--- src/rtl/uart_pkg.sv ---
// Shared constants for the UART transmit feeder: byte width, launcher
// state encoding and the defensive arm timeout.
package uart_pkg;

    localparam int BYTE_W      = 8;
    localparam int ARM_TIMEOUT = 4;
    localparam int ARM_W       = (ARM_TIMEOUT > 1) ? $clog2(ARM_TIMEOUT) : 1;

    // Launcher states; kept as plain constants so older netlists that
    // compare raw 2-bit codes keep working.
    localparam logic [1:0] S_IDLE = 2'd0;
    localparam logic [1:0] S_ARM  = 2'd1;
    localparam logic [1:0] S_WAIT = 2'd2;

    typedef logic [BYTE_W-1:0] byte_t;

endpackage

--- src/rtl/uart_tx_fifo_if.sv ---
// Producer/transmitter-side signal bundle of the UART transmit feeder.
// The slave modport is the feeder; the master side is producer plus transmitter.
interface uart_tx_fifo_if #(
    parameter int DEPTH = 16
);
    import uart_pkg::*;

    localparam int AW = $clog2(DEPTH);

    byte_t         wr_data;
    logic          wr_en;
    logic          full;
    logic          empty;
    logic [AW:0]   count;
    logic          overflow;
    logic          ovf_clr;
    logic          flush;
    byte_t         tx_din;
    logic          tx_wen;
    logic          tx_busy;
    logic          idle;

    modport master (
        output wr_data, wr_en, ovf_clr, flush, tx_busy,
        input  full, empty, count, overflow, tx_din, tx_wen, idle
    );

    modport slave (
        input  wr_data, wr_en, ovf_clr, flush, tx_busy,
        output full, empty, count, overflow, tx_din, tx_wen, idle
    );

endinterface

--- src/rtl/uart_fifo_mem.sv ---
// DEPTH x BYTE_W byte store: synchronous write, asynchronous read so the
// launcher can capture the head byte in the same cycle it pops.
module uart_fifo_mem
    import uart_pkg::*;
#(
    parameter int DEPTH = 16,
    parameter int AW    = $clog2(DEPTH)
) (
    input  logic          clk,
    input  logic          we,
    input  logic [AW-1:0] waddr,
    input  byte_t         wdata,
    input  logic [AW-1:0] raddr,
    output byte_t         rdata
);

    byte_t mem [DEPTH];

    always_ff @(posedge clk) begin
        if (we) begin
            mem[waddr] <= wdata;
        end
    end

    assign rdata = mem[raddr];

endmodule

--- src/rtl/uart_tx_fifo.sv ---
// Byte FIFO feeding a UART transmitter: buffers producer bursts and launches
// one byte per transmitter busy cycle through a small launcher FSM.
module uart_tx_fifo
    import uart_pkg::*;
#(
    parameter int DEPTH = 16,
    localparam int AW   = $clog2(DEPTH)
) (
    input  logic         clk,
    input  logic         rst_n,
    uart_tx_fifo_if.slave bus
);

    logic [AW-1:0]    wr_ptr_reg;
    logic [AW-1:0]    rd_ptr_reg;
    logic [AW:0]      count_reg;
    logic [AW:0]      count_next;
    logic             overflow_reg;
    logic             overflow_next;
    logic [1:0]       state_reg;
    logic [ARM_W-1:0] arm_cnt_reg;
    byte_t            tx_din_reg;
    logic             tx_wen_reg;
    byte_t            rd_data;

    logic full;
    logic empty;
    logic push;
    logic pop;

    // Occupancy flags come from the count, never from pointer comparison.
    assign full  = (count_reg == (AW+1)'(DEPTH));
    assign empty = (count_reg == '0);

    // full is the pre-edge value, so a write while full is dropped even if
    // the launcher pops on the same edge.
    assign push = bus.wr_en && !full && !bus.flush;
    assign pop  = (state_reg == S_IDLE) && !empty && !bus.tx_busy && !bus.flush;

    always_comb begin
        count_next = count_reg;
        unique case ({push, pop})
            2'b10:   count_next = count_reg + (AW+1)'(1);
            2'b01:   count_next = count_reg - (AW+1)'(1);
            default: count_next = count_reg;
        endcase
    end

    // Set dominates clear so a drop in the clearing cycle is not lost.
    always_comb begin
        overflow_next = overflow_reg;
        if (bus.wr_en && full) begin
            overflow_next = 1'b1;
        end else if (bus.ovf_clr) begin
            overflow_next = 1'b0;
        end
    end

    uart_fifo_mem #(
        .DEPTH (DEPTH),
        .AW    (AW)
    ) u_mem (
        .clk   (clk),
        .we    (push),
        .waddr (wr_ptr_reg),
        .wdata (bus.wr_data),
        .raddr (rd_ptr_reg),
        .rdata (rd_data)
    );

    always_ff @(posedge clk or negedge rst_n) begin
        if (!rst_n) begin
            wr_ptr_reg   <= '0;
            rd_ptr_reg   <= '0;
            count_reg    <= '0;
            overflow_reg <= 1'b0;
        end else begin
            overflow_reg <= overflow_next;
            if (bus.flush) begin
                wr_ptr_reg <= '0;
                rd_ptr_reg <= '0;
                count_reg  <= '0;
            end else begin
                if (push) begin
                    wr_ptr_reg <= wr_ptr_reg + AW'(1);
                end
                if (pop) begin
                    rd_ptr_reg <= rd_ptr_reg + AW'(1);
                end
                count_reg <= count_next;
            end
        end
    end

    // Launcher. The transmitter raises busy one cycle after wen, so S_ARM
    // bridges that gap and gives up after ARM_TIMEOUT cycles if busy never comes.
    always_ff @(posedge clk or negedge rst_n) begin
        if (!rst_n) begin
            state_reg   <= S_IDLE;
            arm_cnt_reg <= '0;
            tx_din_reg  <= '0;
            tx_wen_reg  <= 1'b0;
        end else begin
            unique case (state_reg)
                S_IDLE: begin
                    tx_wen_reg <= 1'b0;
                    if (pop) begin
                        tx_din_reg  <= rd_data;
                        tx_wen_reg  <= 1'b1;
                        arm_cnt_reg <= '0;
                        state_reg   <= S_ARM;
                    end
                end
                S_ARM: begin
                    tx_wen_reg <= 1'b0;
                    if (bus.tx_busy) begin
                        state_reg <= S_WAIT;
                    end else if (arm_cnt_reg == ARM_W'(ARM_TIMEOUT - 1)) begin
                        state_reg <= S_IDLE;
                    end else begin
                        arm_cnt_reg <= arm_cnt_reg + ARM_W'(1);
                    end
                end
                S_WAIT: begin
                    tx_wen_reg <= 1'b0;
                    if (!bus.tx_busy) begin
                        state_reg <= S_IDLE;
                    end
                end
                default: begin
                    tx_wen_reg <= 1'b0;
                    state_reg  <= S_IDLE;
                end
            endcase
        end
    end

    assign bus.full     = full;
    assign bus.empty    = empty;
    assign bus.count    = count_reg;
    assign bus.overflow = overflow_reg;
    assign bus.tx_din   = tx_din_reg;
    assign bus.tx_wen   = tx_wen_reg;
    assign bus.idle     = empty && (state_reg == S_IDLE) && !bus.tx_busy;

endmodule
--- src/flat_wrapper.sv ---
// flat-port wrapper written by rule: the top's interface ports become plain ports
module uart_tx_fifo_flat import uart_pkg::*;
#(
    parameter int DEPTH = 16,
    localparam int AW   = $clog2(DEPTH)
)
  (clk, rst_n, bus_wr_data, bus_wr_en, bus_ovf_clr, bus_flush, bus_tx_busy, bus_full, bus_empty, bus_count, bus_overflow, bus_tx_din, bus_tx_wen, bus_idle);
  uart_tx_fifo_if #(.DEPTH(DEPTH)) bus_i ();
  input  logic clk;
  input  logic rst_n;
  input wire logic [$bits(bus_i.wr_data)-1:0] bus_wr_data;
  input wire logic [$bits(bus_i.wr_en)-1:0] bus_wr_en;
  input wire logic [$bits(bus_i.ovf_clr)-1:0] bus_ovf_clr;
  input wire logic [$bits(bus_i.flush)-1:0] bus_flush;
  input wire logic [$bits(bus_i.tx_busy)-1:0] bus_tx_busy;
  output wire logic [$bits(bus_i.full)-1:0] bus_full;
  output wire logic [$bits(bus_i.empty)-1:0] bus_empty;
  output wire logic [$bits(bus_i.count)-1:0] bus_count;
  output wire logic [$bits(bus_i.overflow)-1:0] bus_overflow;
  output wire logic [$bits(bus_i.tx_din)-1:0] bus_tx_din;
  output wire logic [$bits(bus_i.tx_wen)-1:0] bus_tx_wen;
  output wire logic [$bits(bus_i.idle)-1:0] bus_idle;
  assign bus_i.wr_data = bus_wr_data;
  assign bus_i.wr_en = bus_wr_en;
  assign bus_i.ovf_clr = bus_ovf_clr;
  assign bus_i.flush = bus_flush;
  assign bus_i.tx_busy = bus_tx_busy;
  assign bus_full = bus_i.full;
  assign bus_empty = bus_i.empty;
  assign bus_count = bus_i.count;
  assign bus_overflow = bus_i.overflow;
  assign bus_tx_din = bus_i.tx_din;
  assign bus_tx_wen = bus_i.tx_wen;
  assign bus_idle = bus_i.idle;
  uart_tx_fifo #(.DEPTH(DEPTH)) u_core (.clk(clk), .rst_n(rst_n), .bus(bus_i));
endmodule
--- config.mk ---
export PLATFORM = sky130hd
export DESIGN_NAME = uart_tx_fifo_flat
export DESIGN_NICKNAME = d
export VERILOG_FILES = /design/src/rtl/uart_pkg.sv /design/src/rtl/uart_tx_fifo_if.sv /design/src/rtl/uart_fifo_mem.sv /design/src/rtl/uart_tx_fifo.sv /design/src/flat_wrapper.sv
export SDC_FILE = /design/constraint.sdc
export NUM_CORES = 1
export LEC_CHECK = 0
export ABC_AREA = 0
export BUFFER_PORTS_ARGS = -buffer_cell sky130_fd_sc_hd__buf_2
export CAP_MARGIN = 40
export CORE_MARGIN = 2
export CORE_UTILIZATION = 61
export CTS_BUF_LIST = sky130_fd_sc_hd__clkbuf_4 sky130_fd_sc_hd__clkbuf_8 sky130_fd_sc_hd__clkbuf_16
export DETAILED_ROUTE_END_ITERATION = 12
export PLACE_DENSITY_LB_ADDON = 0.12
export REMOVE_ABC_BUFFERS = 1
export SYNTH_ARGS = -nofsm -noshare
export SYNTH_HDL_FRONTEND = slang
export SYNTH_SLANG_ARGS = --single-unit
--- constraint.sdc ---
create_clock -name clk -period 3.09 [get_ports clk]
set_input_delay 0.4635 -clock clk [delete_from_list [all_inputs] [get_ports clk]]
set_output_delay 0.4635 -clock clk [all_outputs]
set_load 0.02 [all_outputs]
==> reports/results.ini <==
[cts]
cts_buffer_depth=2
worstSkewPairLatency_ps=530
clock_sinks=155
cts_setup_buffers=0
htreeDepth=4
cts_tree=done
ctsResizeCount=0
root_buffer=clkbuf_8
cts_made_buffers=17
hold_buffers=1
clk_pin_slew_ps=60

[logic_synthesis]
postSynthAreaPerCell_um2=17.88
yosysTopAreaCell=edfxtp_1
synthCells=356
synth-seq-cells=155
yosysSeqAreaShare_pct=71.02
synth_flop_cell=edfxtp_1
synth_cell_types=49
synthTopCellsByArea=edfxtp_1 (60%), mux4_2 (11%), dfrtp_1 (11%)
synth_commonest_cells=edfxtp_1 (128), mux4_2 (32), nor2_1 (32)
ys_async_sr_fraction_pct=17.42
yosysMostFrequentCell=edfxtp_1
synth_area_um2=6364
synth_edf_count=128
yosysTopAreaCellShare_pct=60.40
yosysWarnings=0

[die]
coreArea_um2=10230
die_h_um=106.1
start_util_pct=62.20
core.rowCount=37
io_pins=32
die_w_um=106.1
die_area_um2=11260

[worst_hold_path]
worstHoldStart=bus_tx_busy
holdCritPathClass=primary input to register

[worst_setup_path]
crit_chain=nor4_2 > a21o_1 > nor2_4 > xor2_1 > ha_1 > or3_1 > a21oi_1 > a2bb2oi_1 > mux2_2
critPathMaxFanout=11
cpMaxStageDelayCell=dfrtp_1
worstSetupPathType=register to register
worst-path-buf-inv=0
rr_startpoint=u_core.bus.count[1]$_DFFE_PN0P_
worstPathRequired_ps=3510
cp_top_family=simple AND/OR/NAND/NOR gates
arrival_ps=3000
cp-start-kind=register
startpoint=u_core.bus.count[1]$_DFFE_PN0P_
max_stage_delay_ps=500
endpoint_kind=register

[routing]
wl_per_cell_um=21.38
wl_um=11970
via_per_inst=5.882
ant_nets=0
num_vias=3294
drc_errors=0
first_iter_violations=226
dr.pass1.iters=4

[global_route]
first_global_vias=3338
grt_first_pass_wirelength_um=18960
grt_max_degree=35
grt_antenna_before_repair=0
overflow=0
grt_use_total_pct=23.68

[power_and_ir_drop]
power_density_nw_per_um2=749.5
p_leak_nw=2.550
ir_drop_mv=0.4820

[timing]
worst_pin_slew_ps=642.2
whs_ps=195.7
clock.fmax_mhz=387.4
min_period_over_period_pct=83.53
fin_tns_setup_ps=0
setup_viol=0
relSlewSlack_pct=57.19
hold_viol=0
final_max_slew_viol_count=0
rsz0062_at_grt=no
post-route-min-period_ps=2581
finClkSkew_ps=9.290

[flow_run]
cap_viol_max_count=0

[layout]
n_fill_cell=664
utilization_pct=72.17
drive_gt1_share_pct=31.84
antenna_cells=0
largest_reg_flops=128
register_area_um2=4521
final_nets=433
final_cells=560
area_delta_synth_final_pct=16.02
fin_area_um2=7383
multi_input_comb_area_um2=1744

[placed_design]
gp_congestion=0.8016
dpl.cell_count=527
dpl.hpwl_um=7775
placed_cell_area_um2=6809
port-buffer-count=31

[status]
outcome=finished, final reports clean

per-layer routing:
metal | share of wire, % | global-route usage, %
met2 | 49 | 36.22
met5 | 0 | 0
met4 | 1.4 | 7.801
met3 | 7.0 | 5.273
met1 | 42 | 34.63
layout by cell type, fill, tap and decap left out, drive strengths merged, types with 2 or more instances in the layout:
cell,count
a21oi,3
a221oi,8
a311oi,3
a31oi,2
and2,3
and3,2
buf,54
clkbuf,19
clkinv,2
clkinvlp,4
dfrtp,27
edfxtp,128
ha,8
inv,13
mux2i,18
mux4,32
nand2,10
nand2b,3
nand3,4
nor2,33
nor3,9
nor4,5
o21ai,7
or3,2
or4,2
xnor2,3
xor2,5
cell families (layout without fill, tap and decap cells):
group	Yosys count	count (layout)	synth area share [%]
DFF	155	155	71.02
AOI/OAI and AO/OA	29	29	3.500
muxes	51	51	14.33
buffers and inverters	26	94	1.946
adders and majority gates	8	8	1.573
and+or+nand+nor	79	79	6.410
xor gates and xnor gates	8	8	1.219
power by group:
part	internal (mW)	switching, mW
Clock	1.11	0.839
Sequential	2.40	0.167
Combinational	0.462	0.563
cell type report:
class / instances / share of cell area (%)
sequential: 155 / 61.23
multi-input combinational: 175 / 23.62
clock buffer: 19 / 5.813
timing repair buffer: 55 / 4.847
tap: 136 / 2.305
clock inverter: 13 / 1.830
inverter: 7 / 0.3559
worst paths after layout:
path                       cells past startpoint                           endpoint  slack (ps)
setup / recovery                               9    u_core.bus.count[4]$_DFFE_PN0P_         510
hold / removal                                 2    u_core.state_reg[1]$_DFFE_PN0P_         200
setup reg to reg                               9    u_core.bus.count[4]$_DFFE_PN0P_         510
hold reg to reg                                1  u_core.arm_cnt_reg[0]$_DFFE_PN0P_         500
max in group asynchronous                      2   u_core.rd_ptr_reg[0]$_DFFE_PN0P_        2140
min in group asynchronous                      2    u_core.bus.overflow$_DFFE_PN0P_         490
metrics by stage:
| step | setup WS (ps) | power, mW |
|---|---|---|
| detailed placement | 345.4 | 3.629 |
| CTS | 514.2 | 5.578 |
| floorplan | 455.8 | 3.293 |
| finish | 508.8 | 5.534 |
| global route | 348.2 | 5.774 |
| global placement | 406.1 | 3.601 |
(Power assumes the default switching activity.)
